==> src/rtl/dm_arbiter_if.sv <==
// dm_arbiter_if -- request/response bundle between the two requesters, the
// dm_arbiter and the single-port data memory.
//
// Signals:
//   Req0/1, We0/1, Adr0/1, Din0/1, Bop0/1 : requester commands into the arbiter
//   Gnt0/1                                : same-cycle grant back to the requester
//   Ack0/1, Dout0/1, Err0/1               : registered completion back to the requester
//   DmWrEn, DmAdr, DmDataIn, DmBop        : arbiter -> data memory
//   DmDataOut                             : data memory -> arbiter (combinational read)
//
// Modports:
//   slave  : the arbiter's view
//   master : the environment's view (requesters plus memory)
interface dm_arbiter_if;
    logic        Req0;
    logic        Req1;
    logic        We0;
    logic        We1;
    logic [31:0] Adr0;
    logic [31:0] Adr1;
    logic [31:0] Din0;
    logic [31:0] Din1;
    logic [1:0]  Bop0;
    logic [1:0]  Bop1;
    logic        Gnt0;
    logic        Gnt1;
    logic        Ack0;
    logic        Ack1;
    logic [31:0] Dout0;
    logic [31:0] Dout1;
    logic        Err0;
    logic        Err1;
    logic        DmWrEn;
    logic [31:0] DmAdr;
    logic [31:0] DmDataIn;
    logic [1:0]  DmBop;
    logic [31:0] DmDataOut;

    modport slave (
        input  Req0, Req1, We0, We1, Adr0, Adr1, Din0, Din1, Bop0, Bop1, DmDataOut,
        output Gnt0, Gnt1, Ack0, Ack1, Dout0, Dout1, Err0, Err1,
               DmWrEn, DmAdr, DmDataIn, DmBop
    );

    modport master (
        output Req0, Req1, We0, We1, Adr0, Adr1, Din0, Din1, Bop0, Bop1, DmDataOut,
        input  Gnt0, Gnt1, Ack0, Ack1, Dout0, Dout1, Err0, Err1,
               DmWrEn, DmAdr, DmDataIn, DmBop
    );
endinterface

==> src/rtl/dm_arbiter.sv <==
// dm_arbiter -- two-requester arbiter and sequencer in front of the single-port
// data memory. Requester 0 is the CPU load/store path, requester 1 the
// loader/debug port. One request is granted at a time (IDLE), its command is
// registered and driven to the memory for exactly one cycle (ACCESS), and the
// owner receives Ack (plus Dout for loads and Err) on the following cycle.
//
// Ports:
//   Clk : rising-edge clock
//   Rst : asynchronous reset, active-high
//   bus : dm_arbiter_if.slave (requester commands, grants, completions, DM bus)
//
// Parameters:
//   PRIO_FIXED : 0 = round-robin between requesters, 1 = requester 0 always wins
//   DM_WORDS   : number of memory words; byte addresses >= DM_WORDS*4 are rejected
//
// Optional feature macro: DMARB_ALIGN_CHECK_EN
//   When defined, a word access (Bop=00) with Adr[1:0] != 00 is rejected like an
//   out-of-range access (no write, Dout=0, Err=1). When undefined it passes through.
module dm_arbiter #(
    parameter int unsigned PRIO_FIXED = 0,
    parameter int unsigned DM_WORDS   = 1024
) (
    input logic         Clk,
    input logic         Rst,
    dm_arbiter_if.slave bus
);

    typedef enum logic {
        IDLE,
        ACCESS
    } state_e;

    localparam logic [32:0] ADR_LIMIT = 33'(DM_WORDS) * 33'd4;

    state_e      state_q, state_d;
    logic        last_q, last_d;      // index of the last granted requester
    logic        any_req;
    logic        win;                 // index of the requester that wins this cycle

    logic        sel_we;
    logic [31:0] sel_adr;
    logic [31:0] sel_din;
    logic [1:0]  sel_bop;
    logic        sel_err;

    logic        cmd_we_q;
    logic [31:0] cmd_adr_q;
    logic [31:0] cmd_din_q;
    logic [1:0]  cmd_bop_q;
    logic        cmd_own_q;
    logic        cmd_err_q;

    logic [1:0]  ack_q;
    logic [1:0]  err_q;
    logic [31:0] dout0_q;
    logic [31:0] dout1_q;
    logic [31:0] rdata;

    logic        gnt0;
    logic        gnt1;
    logic        dm_wren;

    // State register
    always_ff @(posedge Clk or posedge Rst) begin
        if (Rst) begin
            state_q <= IDLE;
            last_q  <= 1'b1;
        end else begin
            state_q <= state_d;
            last_q  <= last_d;
        end
    end

    // Next-state logic, including the arbitration decision
    always_comb begin
        state_d = state_q;
        last_d  = last_q;
        any_req = bus.Req0 | bus.Req1;
        if (bus.Req0 && bus.Req1) begin
            win = (PRIO_FIXED != 0) ? 1'b0 : ~last_q;
        end else begin
            win = bus.Req1;
        end
        case (state_q)
            IDLE: begin
                if (any_req) begin
                    state_d = ACCESS;
                    last_d  = win;
                end
            end
            ACCESS:  state_d = IDLE;
            default: state_d = IDLE;
        endcase
    end

    // Output logic: grants in IDLE, memory write strobe in ACCESS
    always_comb begin
        gnt0    = 1'b0;
        gnt1    = 1'b0;
        dm_wren = 1'b0;
        if (state_q == IDLE) begin
            gnt0 = any_req & ~win;
            gnt1 = any_req & win;
        end else begin
            dm_wren = cmd_we_q & ~cmd_err_q;
        end
    end

    // Winner's command fields and the address check on them
    always_comb begin
        sel_we  = win ? bus.We1  : bus.We0;
        sel_adr = win ? bus.Adr1 : bus.Adr0;
        sel_din = win ? bus.Din1 : bus.Din0;
        sel_bop = win ? bus.Bop1 : bus.Bop0;
        sel_err = ({1'b0, sel_adr} >= ADR_LIMIT);
`ifdef DMARB_ALIGN_CHECK_EN
        if ((sel_bop == 2'b00) && (sel_adr[1:0] != 2'b00)) begin
            sel_err = 1'b1;
        end
`endif
    end

    // Rejected loads return zero instead of whatever the memory presents
    assign rdata = cmd_err_q ? '0 : bus.DmDataOut;

    // Command register and completion registers
    always_ff @(posedge Clk or posedge Rst) begin
        if (Rst) begin
            cmd_we_q  <= 1'b0;
            cmd_adr_q <= '0;
            cmd_din_q <= '0;
            cmd_bop_q <= '0;
            cmd_own_q <= 1'b0;
            cmd_err_q <= 1'b0;
            ack_q     <= '0;
            err_q     <= '0;
            dout0_q   <= '0;
            dout1_q   <= '0;
        end else begin
            ack_q <= '0;
            err_q <= '0;
            if ((state_q == IDLE) && any_req) begin
                cmd_we_q  <= sel_we;
                cmd_adr_q <= sel_adr;
                cmd_din_q <= sel_din;
                cmd_bop_q <= sel_bop;
                cmd_own_q <= win;
                cmd_err_q <= sel_err;
            end
            if (state_q == ACCESS) begin
                ack_q[cmd_own_q] <= 1'b1;
                err_q[cmd_own_q] <= cmd_err_q;
                // Stores leave the owner's Dout untouched
                if (!cmd_we_q) begin
                    if (cmd_own_q) begin
                        dout1_q <= rdata;
                    end else begin
                        dout0_q <= rdata;
                    end
                end
            end
        end
    end

    assign bus.Gnt0     = gnt0;
    assign bus.Gnt1     = gnt1;
    assign bus.Ack0     = ack_q[0];
    assign bus.Ack1     = ack_q[1];
    assign bus.Err0     = err_q[0];
    assign bus.Err1     = err_q[1];
    assign bus.Dout0    = dout0_q;
    assign bus.Dout1    = dout1_q;
    assign bus.DmWrEn   = dm_wren;
    assign bus.DmAdr    = cmd_adr_q;
    assign bus.DmDataIn = cmd_din_q;
    assign bus.DmBop    = cmd_bop_q;

endmodule

==> src/flat_wrapper.sv <==
// flat-port wrapper written by rule: the top's interface ports become plain ports
module dm_arbiter_flat 
#(
    parameter int unsigned PRIO_FIXED = 0,
    parameter int unsigned DM_WORDS   = 1024
)
  (Clk, Rst, bus_Req0, bus_Req1, bus_We0, bus_We1, bus_Adr0, bus_Adr1, bus_Din0, bus_Din1, bus_Bop0, bus_Bop1, bus_DmDataOut, bus_Gnt0, bus_Gnt1, bus_Ack0, bus_Ack1, bus_Dout0, bus_Dout1, bus_Err0, bus_Err1, bus_DmWrEn, bus_DmAdr, bus_DmDataIn, bus_DmBop);
  dm_arbiter_if bus_i ();
  input logic Clk;
  input logic Rst;
  input wire logic [$bits(bus_i.Req0)-1:0] bus_Req0;
  input wire logic [$bits(bus_i.Req1)-1:0] bus_Req1;
  input wire logic [$bits(bus_i.We0)-1:0] bus_We0;
  input wire logic [$bits(bus_i.We1)-1:0] bus_We1;
  input wire logic [$bits(bus_i.Adr0)-1:0] bus_Adr0;
  input wire logic [$bits(bus_i.Adr1)-1:0] bus_Adr1;
  input wire logic [$bits(bus_i.Din0)-1:0] bus_Din0;
  input wire logic [$bits(bus_i.Din1)-1:0] bus_Din1;
  input wire logic [$bits(bus_i.Bop0)-1:0] bus_Bop0;
  input wire logic [$bits(bus_i.Bop1)-1:0] bus_Bop1;
  input wire logic [$bits(bus_i.DmDataOut)-1:0] bus_DmDataOut;
  output wire logic [$bits(bus_i.Gnt0)-1:0] bus_Gnt0;
  output wire logic [$bits(bus_i.Gnt1)-1:0] bus_Gnt1;
  output wire logic [$bits(bus_i.Ack0)-1:0] bus_Ack0;
  output wire logic [$bits(bus_i.Ack1)-1:0] bus_Ack1;
  output wire logic [$bits(bus_i.Dout0)-1:0] bus_Dout0;
  output wire logic [$bits(bus_i.Dout1)-1:0] bus_Dout1;
  output wire logic [$bits(bus_i.Err0)-1:0] bus_Err0;
  output wire logic [$bits(bus_i.Err1)-1:0] bus_Err1;
  output wire logic [$bits(bus_i.DmWrEn)-1:0] bus_DmWrEn;
  output wire logic [$bits(bus_i.DmAdr)-1:0] bus_DmAdr;
  output wire logic [$bits(bus_i.DmDataIn)-1:0] bus_DmDataIn;
  output wire logic [$bits(bus_i.DmBop)-1:0] bus_DmBop;
  assign bus_i.Req0 = bus_Req0;
  assign bus_i.Req1 = bus_Req1;
  assign bus_i.We0 = bus_We0;
  assign bus_i.We1 = bus_We1;
  assign bus_i.Adr0 = bus_Adr0;
  assign bus_i.Adr1 = bus_Adr1;
  assign bus_i.Din0 = bus_Din0;
  assign bus_i.Din1 = bus_Din1;
  assign bus_i.Bop0 = bus_Bop0;
  assign bus_i.Bop1 = bus_Bop1;
  assign bus_i.DmDataOut = bus_DmDataOut;
  assign bus_Gnt0 = bus_i.Gnt0;
  assign bus_Gnt1 = bus_i.Gnt1;
  assign bus_Ack0 = bus_i.Ack0;
  assign bus_Ack1 = bus_i.Ack1;
  assign bus_Dout0 = bus_i.Dout0;
  assign bus_Dout1 = bus_i.Dout1;
  assign bus_Err0 = bus_i.Err0;
  assign bus_Err1 = bus_i.Err1;
  assign bus_DmWrEn = bus_i.DmWrEn;
  assign bus_DmAdr = bus_i.DmAdr;
  assign bus_DmDataIn = bus_i.DmDataIn;
  assign bus_DmBop = bus_i.DmBop;
  dm_arbiter #(.PRIO_FIXED(PRIO_FIXED), .DM_WORDS(DM_WORDS)) u_core (.Clk(Clk), .Rst(Rst), .bus(bus_i));
endmodule
==> config.mk <==
export PLATFORM = sky130hd
export DESIGN_NAME = dm_arbiter_flat
export DESIGN_NICKNAME = d
export VERILOG_FILES = /design/src/rtl/dm_arbiter_if.sv /design/src/rtl/dm_arbiter.sv /design/src/flat_wrapper.sv
export SDC_FILE = /design/constraint.sdc
export NUM_CORES = 1
export LEC_CHECK = 0
export CAP_MARGIN = 20
export CORE_ASPECT_RATIO = 0.7
export CORE_MARGIN = 1
export CORE_UTILIZATION = 36
export DETAILED_ROUTE_END_ITERATION = 8
export GPL_TIMING_DRIVEN = 0
export PLACE_DENSITY = 0.83
export SLEW_MARGIN = 10
export SYNTH_ARGS = -nofsm -noshare
export SYNTH_HDL_FRONTEND = slang
export SYNTH_SLANG_ARGS = --single-unit
==> constraint.sdc <==
create_clock -name Clk -period 4.68 [get_ports Clk]
set_input_delay 1.17 -clock Clk [delete_from_list [all_inputs] [get_ports Clk]]
set_output_delay 1.17 -clock Clk [all_outputs]
set_load 0.02 [all_outputs]
==> results by group <==
Run status
  • Run status: finished, final reports clean

Setup path
  • Largest fanout on the critical path: 10
  • Worst path arrival time: 3130 ps
  • Length in cells of the worst reg-to-reg path: 6
  • Path type of the worst setup path: in -> out
  • Startpoint types: input port
  • Endpoint class of the critical path: output port
  • Req. time, crit path: approximately 3500 ps

STA
  • Peak Freq: approximately 230 MHz
  • Tcrit/Tclk final: roughly nine tenths
  • Final number of setup-violating endpoints: 0
  • Transition at the pin with the smallest max-transition slack: around 520 ps
  • Final setup skew: between 10 and 15 ps
  • Final Hold Violating Endpoints: 0
  • Setup repair after global routing missed its margin: false
  • Pins Over Slew Limit: 0
  • Setup TNS: 0 ps
  • Worst relative slew slack: 65.1%
  • Final period demand of the worst path: roughly 4300 ps

Power
  • Leakage component of the power: between 4 and 5 nW
  • Total power per unit cell area: 393 mW/mm2
  • Cell internal power dissipation: ~2.7 mW
  • Switch Pwr: 1.16 mW
  • Relative contribution of combinational cells to total power: around a quarter
  • Peak VDD IR: approximately 0.24 mV
  • Power after layout: 3.84 mW
  • Share of power burned in registers: 37.4%
  • Clk network pwr share: between 30% and 40%
  • Sw Share: a little under a third

Clocking
  • Deepest level of the CTS H-tree: 4
  • CTS Buffer Depth: 2
  • Sinks on Clock Net: about 140
  • Number of buffers inserted for hold repair after clock tree synthesis: 0
  • Count of cells resized by post-cts repair: 0
  • Inserted Clock Buffers: 17
  • Skew-Pair Late Insertion Delay: slightly above 400 ps
  • Number of buffers inserted by post-CTS setup repair: 0
  • TritonCTS clock tree: yes
  • CTS clk-pin slew, worst paths: 60 ps
  • Master cell of the clock root buffer: clkbuf_16

Floorplan
  • Number of I/O pins: 307
  • Starting utilization of the core area: a little under two fifths
  • Core Region: around 0.016 mm2
  • Die area: about 0.017 mm2
  • Std-Cell Rows: 38
  • Y dimension of the die: 108 um
  • Width of the die: 153 um

GRT
  • Met3 track demand over resource: just under 7%
  • Global-route usage over all layers: about a quarter
  • Wire length of the first global-routing pass: roughly 31 mm
  • GR Overflow Total: 0
  • Met1 Usage GRT: 31.0%
  • GR Util met2: 42.3%
  • Largest net degree at the start of global routing: 39
  • Vias in the first global route: slightly below 6000
  • Most used routing layer in global routing: met2
  • Initial antenna violation count: 0

Synthesis
  • Combinational family with the most area after synthesis: simple AND/OR/NAND/NOR gates
  • Average cell area after synthesis: 9.80 um2
  • Yosys warning count: 0
  • Simple-Gate Fraction of Synth Area: 17.9%
  • Unique masters post-synth: 33
  • Fraction of synthesis flops using an asynchronous set or reset pin: 100%
  • Top_reg_cell synth: dfrtp_1
  • Fraction of synthesized cell area in xor and xnor cells: 0%
  • Count of flip-flops with a built-in enable after synthesis: 0
  • Post-synth net total: 760
  • Summed instance area of the synthesized netlist: 0.00578 mm2
  • Fraction of the mapped netlist area in compound gates: 16.1%
  • Fraction of the mapped netlist area in adder cells: 0%
  • Cell count after synthesis: 590
  • Flip-flop and latch count after synthesis: roughly 140
  • Share of cell area taken by muxes after synthesis: 0%
  • Sequential-to-total area share from yosys stat: roughly three fifths

Hold path
  • Hold-critical path depth: 2
  • Path type of the worst min-delay path: reg -> reg

Detailed routing
  • Number of iterations in the first detailed-routing pass: 5
  • Initial detailed-routing violation count: approximately 400
  • DRC errors left: 0
  • Remaining number of nets flagged by the antenna check after routing: 0
  • Number of vias after detailed routing: around 5800
  • Via density per instance: between 5 and 6
  • Routed Wire Length: 20.2 mm
  • Post-DR wirelength/cell: about 18 um

Layout
  • Share of post-route cells with drive strength above 1: 7.10%
  • Nets@finish: approximately 1100
  • # diodes: 0
  • Synthesis-to-layout area growth: 69.0%

Place
  • HPWL after DPL: between 15 and 20 mm
  • Number of port buffers: 306
  • Final GP Congestion: roughly 0.92

Flow run
  • Max Cap Viol: 0
-- routing by layer --
layer  wire length (um)  share of wire [%]
met3               1640                8.1
met4                252                1.2
met2               9980                 49
met1               8310                 41
met5                  0                  0
-- sequential cells by signal, indices dropped and copies added (netlist names) --
name / cells
u_core.cmd_own_q: 1
u_core.ack_q: 2
u_core.bus.DmBop: 2
u_core.cmd_err_q: 1
u_core.bus.DmDataIn: 32
u_core.state_q: 1
u_core.err_q: 2
u_core.bus.Dout1: 32
u_core.bus.DmAdr: 32
u_core.cmd_we_q: 1
u_core.bus.Dout0: 32
u_core.last_q: 1
-- stage by stage --
stage	util (%)	hold WS, ps	area (um2)	setup slack [ps]	std cells
3_5_place_dp	58.9	469	9180	399	1100
6_report	62.7	476	9770	378	1130
4_1_cts	62.7	483	9770	388	1130
3_3_place_gp	58.4	460	9100	419	1096
2_1_floorplan	-	472	5790	1690	590
5_1_grt	62.7	499	9770	301	1130
-- layout make-up --
type                    instances  area, um2
plain buffers                  44        226
clock buffers                  17        425
clock inverters                13        168
fillers                      1287       5820
inverters                      30        116
multi-input cells             377       1960
flip-flops and latches        139       3480
well taps                     200        250
repair buffers                310       3140
-- layout by cell type (no fill, tap or decap), types with 3 or more instances in the layout --
cell,Yosys,final
o21ai_1,21,21
nand2_1,139,139
clkbuf_16,0,17
buf_12,0,4
buf_4,4,4
clkinv_4,0,3
nor3_1,4,4
buf_2,17,17
clkinvlp_4,0,3
clkbuf_1,18,18
nand4_1,4,4
inv_6,0,3
dfrtp_1,138,138
a31oi_1,37,37
buf_6,3,3
nor4_1,6,6
clkdlybuf4s50_1,0,306
nand2b_1,34,34
a221o_1,3,3
nor2_1,42,42
a222oi_1,27,27
bufinv_16,0,3
o21ai_0,43,43
nor3b_1,3,3
inv_1,29,28
-- logic make-up (layout without fill, tap and decap cells) --
kind of cell	after synthesis	after routing
AO/OA/AOI/OAI	139	139
buffers and inverters	74	414
flip-flops	139	139
AND/OR/NAND/NOR	238	238
-- cells in the mapped netlist (2+ instances only) --
master / number / area (um2)
dfrtp_1: 138 / 3450
o21ai_1: 21 / 105
a221o_1: 3 / 30.0
nand2_1: 139 / 522
o21ai_0: 43 / 215
a31oi_1: 37 / 231
buf_4: 4 / 30.0
clkbuf_1: 18 / 67.6
buf_2: 17 / 85.1
clkbuf_2: 2 / 10.0
a222oi_1: 27 / 270
a21o_1: 2 / 15.0
nand2b_1: 34 / 213
nor2_1: 42 / 158
nor4_1: 6 / 37.5
nand4_1: 4 / 25.0
inv_1: 29 / 109
nor3b_1: 3 / 22.5
and2_1: 2 / 12.5
nor3_1: 4 / 20.0
buf_6: 3 / 33.8
-- power by group through the flow --
| stage | logic (mW) | registers (mW) | clock network [mW] |
|---|---|---|---|
| 5_1_grt | 1.09 | 1.45 | 1.45 |
| 3_5_place_dp | 1.03 | 1.45 | 0 |
| 2_1_floorplan | 0.291 | 1.62 | 0 |
| 6_report | 1.03 | 1.44 | 1.38 |
| 3_3_place_gp | 1.01 | 1.45 | 0 |
| 4_1_cts | 1.03 | 1.44 | 1.39 |
-- worst max-delay path: stages --
cell and delay (ps):
clkdlybuf4s50_1 570, a21bo_1 220, buf_4 170, nor2_2 180, buf_6 180, clkdlybuf4s50_1 640
-- path summary, 6_finish.rpt --
kind,from,endpoint,slack (ps)
setup / recovery,bus_Req1,bus_Gnt1,380
hold / removal,u_core.bus.Dout1[26],u_core.bus.Dout1[26],480
setup reg to reg,u_core.last_q,u_core.cmd_err_q,2780
hold reg to reg,u_core.bus.Dout1[26],u_core.bus.Dout1[26],480
max in group asynchronous,Rst,u_core.last_q,2740
min in group asynchronous,Rst,u_core.bus.Dout1[3],990
No activity file was read; power rests on OpenSTA's default activity.
